$ cat src/rtl/mat_pkg.sv
`default_nettype none
// ============================================================================
// Package : mat_pkg
// Brief   : Shared constants and enums for the 2x2 matrix loader/multiplier.
// Rev     : 1.0  initial release
// ============================================================================
package mat_pkg;

    localparam int DATA_W      = 8;
    localparam int RES_W       = 16;
    localparam int N           = 2;
    localparam int C_ELEM_CNT  = 8;
    localparam int C_HDR_CNT   = 4;

    typedef enum logic [1:0] {
        CTRL_DATA  = 2'd0,
        CTRL_HDR   = 2'd1,
        CTRL_IDLE  = 2'd2,
        CTRL_ABORT = 2'd3
    } ctrl_e;

    typedef enum logic [1:0] {
        ST_IDLE = 2'd0,
        ST_HDR  = 2'd1,
        ST_LOAD = 2'd2,
        ST_CALC = 2'd3
    } state_e;

endpackage
`default_nettype wire

$ cat src/rtl/mat_mult_2x2.sv
`default_nettype none
// ============================================================================
// Module  : mat_mult_2x2
// Brief   : Combinational row-major matrix product, element sums mod 2^RES_W.
// Rev     : 1.0  initial release
// ============================================================================
module mat_mult_2x2 #(
    parameter int DATA_W = mat_pkg::DATA_W,
    parameter int RES_W  = mat_pkg::RES_W,
    parameter int N      = mat_pkg::N
) (
    input  logic [N*N*DATA_W-1:0] a_mat,
    input  logic [N*N*DATA_W-1:0] b_mat,
    output logic [N*N*RES_W-1:0]  res_mat
);
    import mat_pkg::*;

    logic [DATA_W-1:0] w_a_el;
    logic [DATA_W-1:0] w_b_el;
    logic [RES_W-1:0]  w_acc;

    // Element (r,c) sits at the top of the packed word for index 0.
    always_comb begin
        res_mat = '0;
        w_acc   = '0;
        w_a_el  = '0;
        w_b_el  = '0;
        for (int i = 0; i < N; i++) begin
            for (int j = 0; j < N; j++) begin
                w_acc = '0;
                for (int k = 0; k < N; k++) begin
                    w_a_el = a_mat[(N*N-1-(i*N+k))*DATA_W +: DATA_W];
                    w_b_el = b_mat[(N*N-1-(k*N+j))*DATA_W +: DATA_W];
                    w_acc  = w_acc + RES_W'(w_a_el) * RES_W'(w_b_el);
                end
                res_mat[(N*N-1-(i*N+j))*RES_W +: RES_W] = w_acc;
            end
        end
    end

endmodule
`default_nettype wire

$ cat src/rtl/matrix_data_loader.sv
`default_nettype none
// ============================================================================
// Module  : matrix_data_loader
// Brief   : Framed byte-stream loader feeding a 2x2 multiplier; holds result.
// Rev     : 1.0  initial release
// ============================================================================
module matrix_data_loader #(
    parameter int DATA_W = mat_pkg::DATA_W,
    parameter int RES_W  = mat_pkg::RES_W,
    parameter int N      = mat_pkg::N
) (
    input  logic                 CLK,
    input  logic                 RST_N,
    input  logic [DATA_W-1:0]    data_in,
    input  logic [1:0]           ctrl,
    output logic [N*N*RES_W-1:0] res_mat,
    output logic                 res_valid
);
    import mat_pkg::*;

    localparam int                IDX_W       = $clog2(C_ELEM_CNT);
    localparam logic [IDX_W-1:0]  C_ELEM_LAST = IDX_W'(C_ELEM_CNT - 1);
    localparam logic [IDX_W-1:0]  C_IDX_ONE   = IDX_W'(1);
    localparam logic [2:0]        C_HDR_MAX   = 3'(C_HDR_CNT);
    localparam logic [2:0]        C_HDR_ONE   = 3'd1;

    state_e             r_state;
    state_e             w_state_next;
    ctrl_e              w_ctrl;

    logic [DATA_W-1:0]  r_elem [C_ELEM_CNT];
    logic [DATA_W-1:0]  r_dims [C_HDR_CNT];
    logic [IDX_W-1:0]   r_elem_idx;
    logic [2:0]         r_hdr_cnt;

    logic               w_hdr_first;
    logic               w_hdr_more;
    logic               w_elem_we;
    logic               w_calc;

    logic [N*N*DATA_W-1:0] w_a_pk;
    logic [N*N*DATA_W-1:0] w_b_pk;
    logic [N*N*RES_W-1:0]  w_product;
    logic                  w_unused_dims;

    assign w_ctrl = ctrl_e'(ctrl);

    always_ff @(posedge CLK) begin
        if (!RST_N) begin
            r_state <= ST_IDLE;
        end else begin
            r_state <= w_state_next;
        end
    end

    always_comb begin
        w_state_next = r_state;
        w_hdr_first  = 1'b0;
        w_hdr_more   = 1'b0;
        w_elem_we    = 1'b0;
        w_calc       = 1'b0;
        case (r_state)
            ST_IDLE: begin
                if (w_ctrl == CTRL_HDR) begin
                    w_state_next = ST_HDR;
                    w_hdr_first  = 1'b1;
                end
            end
            ST_HDR: begin
                case (w_ctrl)
                    CTRL_HDR:  w_hdr_more = (r_hdr_cnt < C_HDR_MAX);
                    CTRL_DATA: begin
                        w_elem_we    = 1'b1;
                        w_state_next = ST_LOAD;
                    end
                    default:   w_state_next = ST_IDLE;
                endcase
            end
            ST_LOAD: begin
                case (w_ctrl)
                    CTRL_DATA: begin
                        w_elem_we = 1'b1;
                        if (r_elem_idx == C_ELEM_LAST) begin
                            w_state_next = ST_CALC;
                        end
                    end
                    // A new header mid-load restarts the frame from scratch.
                    CTRL_HDR: begin
                        w_state_next = ST_HDR;
                        w_hdr_first  = 1'b1;
                    end
                    default:   w_state_next = ST_IDLE;
                endcase
            end
            ST_CALC: begin
                w_calc       = 1'b1;
                w_state_next = ST_IDLE;
            end
            default: w_state_next = ST_IDLE;
        endcase
    end

    always_ff @(posedge CLK) begin
        if (!RST_N) begin
            r_elem_idx <= '0;
            r_hdr_cnt  <= '0;
            res_mat    <= '0;
            res_valid  <= 1'b0;
            for (int i = 0; i < C_ELEM_CNT; i++) begin
                r_elem[i] <= '0;
            end
            for (int i = 0; i < C_HDR_CNT; i++) begin
                r_dims[i] <= '0;
            end
        end else begin
            res_valid <= w_calc;
            if (w_calc) begin
                res_mat <= w_product;
            end
            if (w_hdr_first) begin
                r_dims[0]  <= data_in;
                r_hdr_cnt  <= C_HDR_ONE;
                r_elem_idx <= '0;
            end else if (w_hdr_more) begin
                r_dims[r_hdr_cnt[1:0]] <= data_in;
                r_hdr_cnt              <= r_hdr_cnt + C_HDR_ONE;
            end
            // Index wraps 7 -> 0 on the last element, ready for the next frame.
            if (w_elem_we) begin
                r_elem[r_elem_idx] <= data_in;
                r_elem_idx         <= r_elem_idx + C_IDX_ONE;
            end
        end
    end

    assign w_a_pk = {r_elem[0], r_elem[1], r_elem[2], r_elem[3]};
    assign w_b_pk = {r_elem[4], r_elem[5], r_elem[6], r_elem[7]};

    // Header dimensions are kept for visibility only; computation is fixed 2x2.
    assign w_unused_dims = ^{r_dims[0], r_dims[1], r_dims[2], r_dims[3]};

    mat_mult_2x2 #(
        .DATA_W (DATA_W),
        .RES_W  (RES_W),
        .N      (N)
    ) mult (
        .a_mat   (w_a_pk),
        .b_mat   (w_b_pk),
        .res_mat (w_product)
    );

endmodule
`default_nettype wire

$ cat config.mk
export PLATFORM = sky130hd
export DESIGN_NAME = matrix_data_loader
export DESIGN_NICKNAME = d
export VERILOG_FILES = /design/src/rtl/mat_pkg.sv /design/src/rtl/mat_mult_2x2.sv /design/src/rtl/matrix_data_loader.sv
export SDC_FILE = /design/constraint.sdc
export NUM_CORES = 1
export LEC_CHECK = 0
export CAP_MARGIN = 20
export CORE_MARGIN = 2
export CORE_UTILIZATION = 48
export CTS_CLUSTER_DIAMETER = 200
export DETAILED_ROUTE_END_ITERATION = 8
export SYNTH_ARGS = -nofsm -noshare
export SYNTH_HDL_FRONTEND = slang
export SYNTH_HIERARCHICAL = 1
export SYNTH_SLANG_ARGS = --single-unit
$ cat constraint.sdc
create_clock -name CLK -period 8.5 [get_ports CLK]
set_input_delay 2.125 -clock CLK [delete_from_list [all_inputs] [get_ports CLK]]
set_output_delay 2.125 -clock CLK [all_outputs]
set_load 0.01 [all_outputs]
==> impl_results.md <==
* Area fraction in compound gates after synthesis at around 3.4%
* Dpl cells at around 3,000
* RSZ-0062 raised after global routing: false
* Placed cell areas at about 24,000 um2
* Max clock buf depth at 2
* Crit path required time at 8880 ps
* Max Cap Viol at 0
* Main flop type after synthesis: dfxtp_1
* Sequential share of the synthesized area at about 15%
* Syn_area_per_cell at between 9 and 10 um2
* Area of the multi-input gates at between 15,000 and 20,000 um2
* DRC violations left at 4
* Setup Total Neg Slack at 0 ps
* DR vias at ~15,000
* Hold Crit Class: reg -> reg
* Synth cell count leaders: inv_1, and2_1, fa_1, ha_1, nand2_1
* Yosys cell types at 58
* GPL Wtd Cong at ~0.9
* Clock Pin Slew Worst Setup and Hold Paths at approximately 70 ps
* Crit path DAT at 6450 ps
* Overflow after GRT at 0
* Top-count cell post-synth: inv_1
* Simple-Gate Fraction of Synth Area at 18.3%
* Post-Synth XOR/XNOR Area at about 2.3%
* Final HPWL DP at 43.6 mm
* Post-synthesis async set-or-reset flop share at 0%
* Clock network power share at ~23%
* Vias in the first global route at around 17,000
* Crit path top cell by count: fa_1
* Post-cts sizing count at 0
* Mux share of post-synthesis cell area at between 2 and 3%
* EDFF count, synth at 64
* Starting DRT DRC Count at between 800 and 900
* First drt pass iteration count at 9
* Total GRT Usage at 23.6%
* Fill count at 4,358
* P_int at roughly 1.8 mW
* Synth top area share at approximately a third
* DR WL/cell at between 15 and 20 um
* Setup Crit Path Kind: reg -> reg
* Setup bufs post-CTS at 0
* Starting Density at 48.8%
* Top-level I/O count at slightly below 80
* Clock root buffer: clkbuf_16
* Worst Setup Start Kind: register
* Failing checks: design-rule violations
* Worst slew margin at 41.4%
* Seq cells post-synth at 134
* CTS Buf Count at 17
* Non-Filler Instances at slightly above 3,000
* Hold_buf cts at 0
* Crit-path cells: nand2_1 > fa_1 > fa_1 > inv_1 > ha_1 > fa_1 > inv_1 > fa_1 > inv_1 > fa_1 > ha_1 > a21o_1 > a221o_1 > a31o_1 > a311o_1 > o22a_1 > mux2i_1 > nor2b_1
* # port buffers at 76
* Net switching power at 1.39 mW
* Slew @ Worst Pin at 875 ps
* Highest clock rate at approximately 160 MHz
* Initial antenna violation count at 0
* Pwr Total at approximately 3.2 mW
* First-pass GRT wire length at about 90 mm
* Comb pwr share at around 53%
* H-tree Lvls at 4
* Die ar. at roughly 50,000 um2
* Synth area leader: fa_1
* Ratio of cells with drive above 1 in the final layout at under 10%
* Synth Area in Adders at a little under half
* Final setup violation count at 0
* Main combinational cell family by area after synthesis: adder cells
* Synthesized area at 22,800 um2
* Final period util at ~71%
* Final net count at 3,052
* CTS Sinks at roughly 130
* CTS tree: built
* Critical Path End Type: register
* Hold Fails Final Rpt at 0
* Row count at 79
* Crit-path slowest cell: edfxtp_1
* Ranking of synthesized cells by area: fa_1, ha_1, and2_1, inv_1, edfxtp_1
* Final Max Slew Viols at 0
* PwrDens at between 100 and 150 nW/um2
* Register share of total power at 23.6%
* Ant. Diodes at 0
* Mapped Nets at 3,036
* Synth Warn # at 6
* Reg area at ~3300 um2
* Post-synthesis cell count at 2,381
* WL final at about 54 mm
* Die H at 222 um
* Via/cell ratio at between 5 and 6
* Net Sw Frac at between 40% and 50%
* Crit path max fanout at 16
* Clk_lat worst skew at approximately 500 ps
* Finished layout cell area at ~25,000 um2
* Leakage at ~12 nW
* Peak supply drop at about 0.00014 V
* Outcome: complete, but fails checks
* Area Overhead vs Synth at 7.80%
* Setup Skew at between 15 and 20 ps
* DRT antenna net count at 0
* Largest net degree at the start of global routing at 82
* Fin crit period at 6070 ps
* Slowest stage delay, CP at just over 900 ps
* CORE AREA at around 47,000 um2
* DIE WIDTH at about 220 um
[cell usage in the layout, fill, tap and decap left out, drive strengths merged, types with 3 or more instances in the layout]
cell,netlist,final
clkdlybuf4s50,0,75
nand2,193,193
nand3,4,4
ha,259,259
edfxtp,64,64
inv,551,560
clkinv,0,3
nand2b,12,12
nor2b,71,71
a2111oi,3,3
o21ai,16,16
xnor2,44,44
a211oi,6,6
dfxtp,70,70
nor2,20,20
mux2i,65,65
a21o,15,15
nor3,7,7
clkbuf,73,17
xor2,16,16
fa,384,384
o21bai,8,8
o31ai,4,4
a221oi,3,3
nor4b,4,4
a21oi,36,36
and2,403,403
a31oi,4,4
buf,10,5
clkinvlp,0,3
[cell type report]
type | count | area share [%]
multi-input combinational | 1613 | 69.5
sequential | 134 | 13.5
inverter | 551 | 8.43
timing repair buffer | 80 | 3.20
tap | 607 | 3.09
clock buffer | 17 | 1.73
clock inverter | 15 | 0.545
[registers in the layout (all words and copies together), names as in the netlist]
| register | count |
|---|---|
| r_elem | 64 |
| r_elem_idx | 3 |
| res_valid | 1 |
| r_state | 2 |
| res_mat | 64 |
[logic make-up after synthesis]
family / after synthesis
xor+xnor: 60
flops: 134
fa+ha+maj: 643
compound gates: 115
simple gates: 730
buf+inv: 634
mux: 65
[critical path: cells and delay by family, from the launching register on]
family                   cells  cell delay [ps]
AO/OA/AOI/OAI                5             1410
adder cells (fa/ha/maj)      7             3100
buffers and inverters        3              150
flip-flops                   1              930
multiplexers                 1              130
AND/OR/NAND/NOR              2              240
[final timing paths]
check                    start          end  slack (ps)  cells past startpoint
setup / recovery  r_elem[6][2]  res_mat[63]        2430                     18
hold reg to reg    res_mat[26]  res_mat[26]         510                      2
hold / removal     res_mat[26]  res_mat[26]         510                      2
setup reg to reg  r_elem[6][2]  res_mat[63]        2430                     18
[power by group through the flow]
| stage | registers [mW] | clock network (mW) | logic (mW) |
|---|---|---|---|
| after CTS | 0.756 | 0.762 | 1.74 |
| after detailed placement | 0.770 | 0 | 1.71 |
| final | 0.757 | 0.738 | 1.71 |
| after floorplan | 0.716 | 0 | 1.36 |
| after global routing | 0.761 | 0.783 | 1.99 |
| after global placement | 0.769 | 0 | 1.69 |
[layer usage]
| layer | GRT usage (%) | up-vias | part of all wire (%) |
|---|---|---|---|
| li1 | - | 7183 | - |
| met1 | 33.1 | 7552 | 48 |
| met2 | 36.7 | 316 | 44 |
| met3 | 4.94 | 65 | 5.5 |
| met4 | 7.24 | 0 | 2.3 |
| met5 | 0 | - | 0 |
[through the flow]
| stage | utilization, % | hold slack [ps] | setup WS [ps] |
|---|---|---|---|
| detailed placement | 51.4 | 506 | 2470 |
| global placement | 51.4 | 496 | 2560 |
| finish | 52.6 | 512 | 2430 |
| floorplan | - | 497 | 2900 |
| CTS | 52.6 | 521 | 2420 |
| global route | 52.6 | 547 | 2100 |
Power figures use the tool's default switching activity.
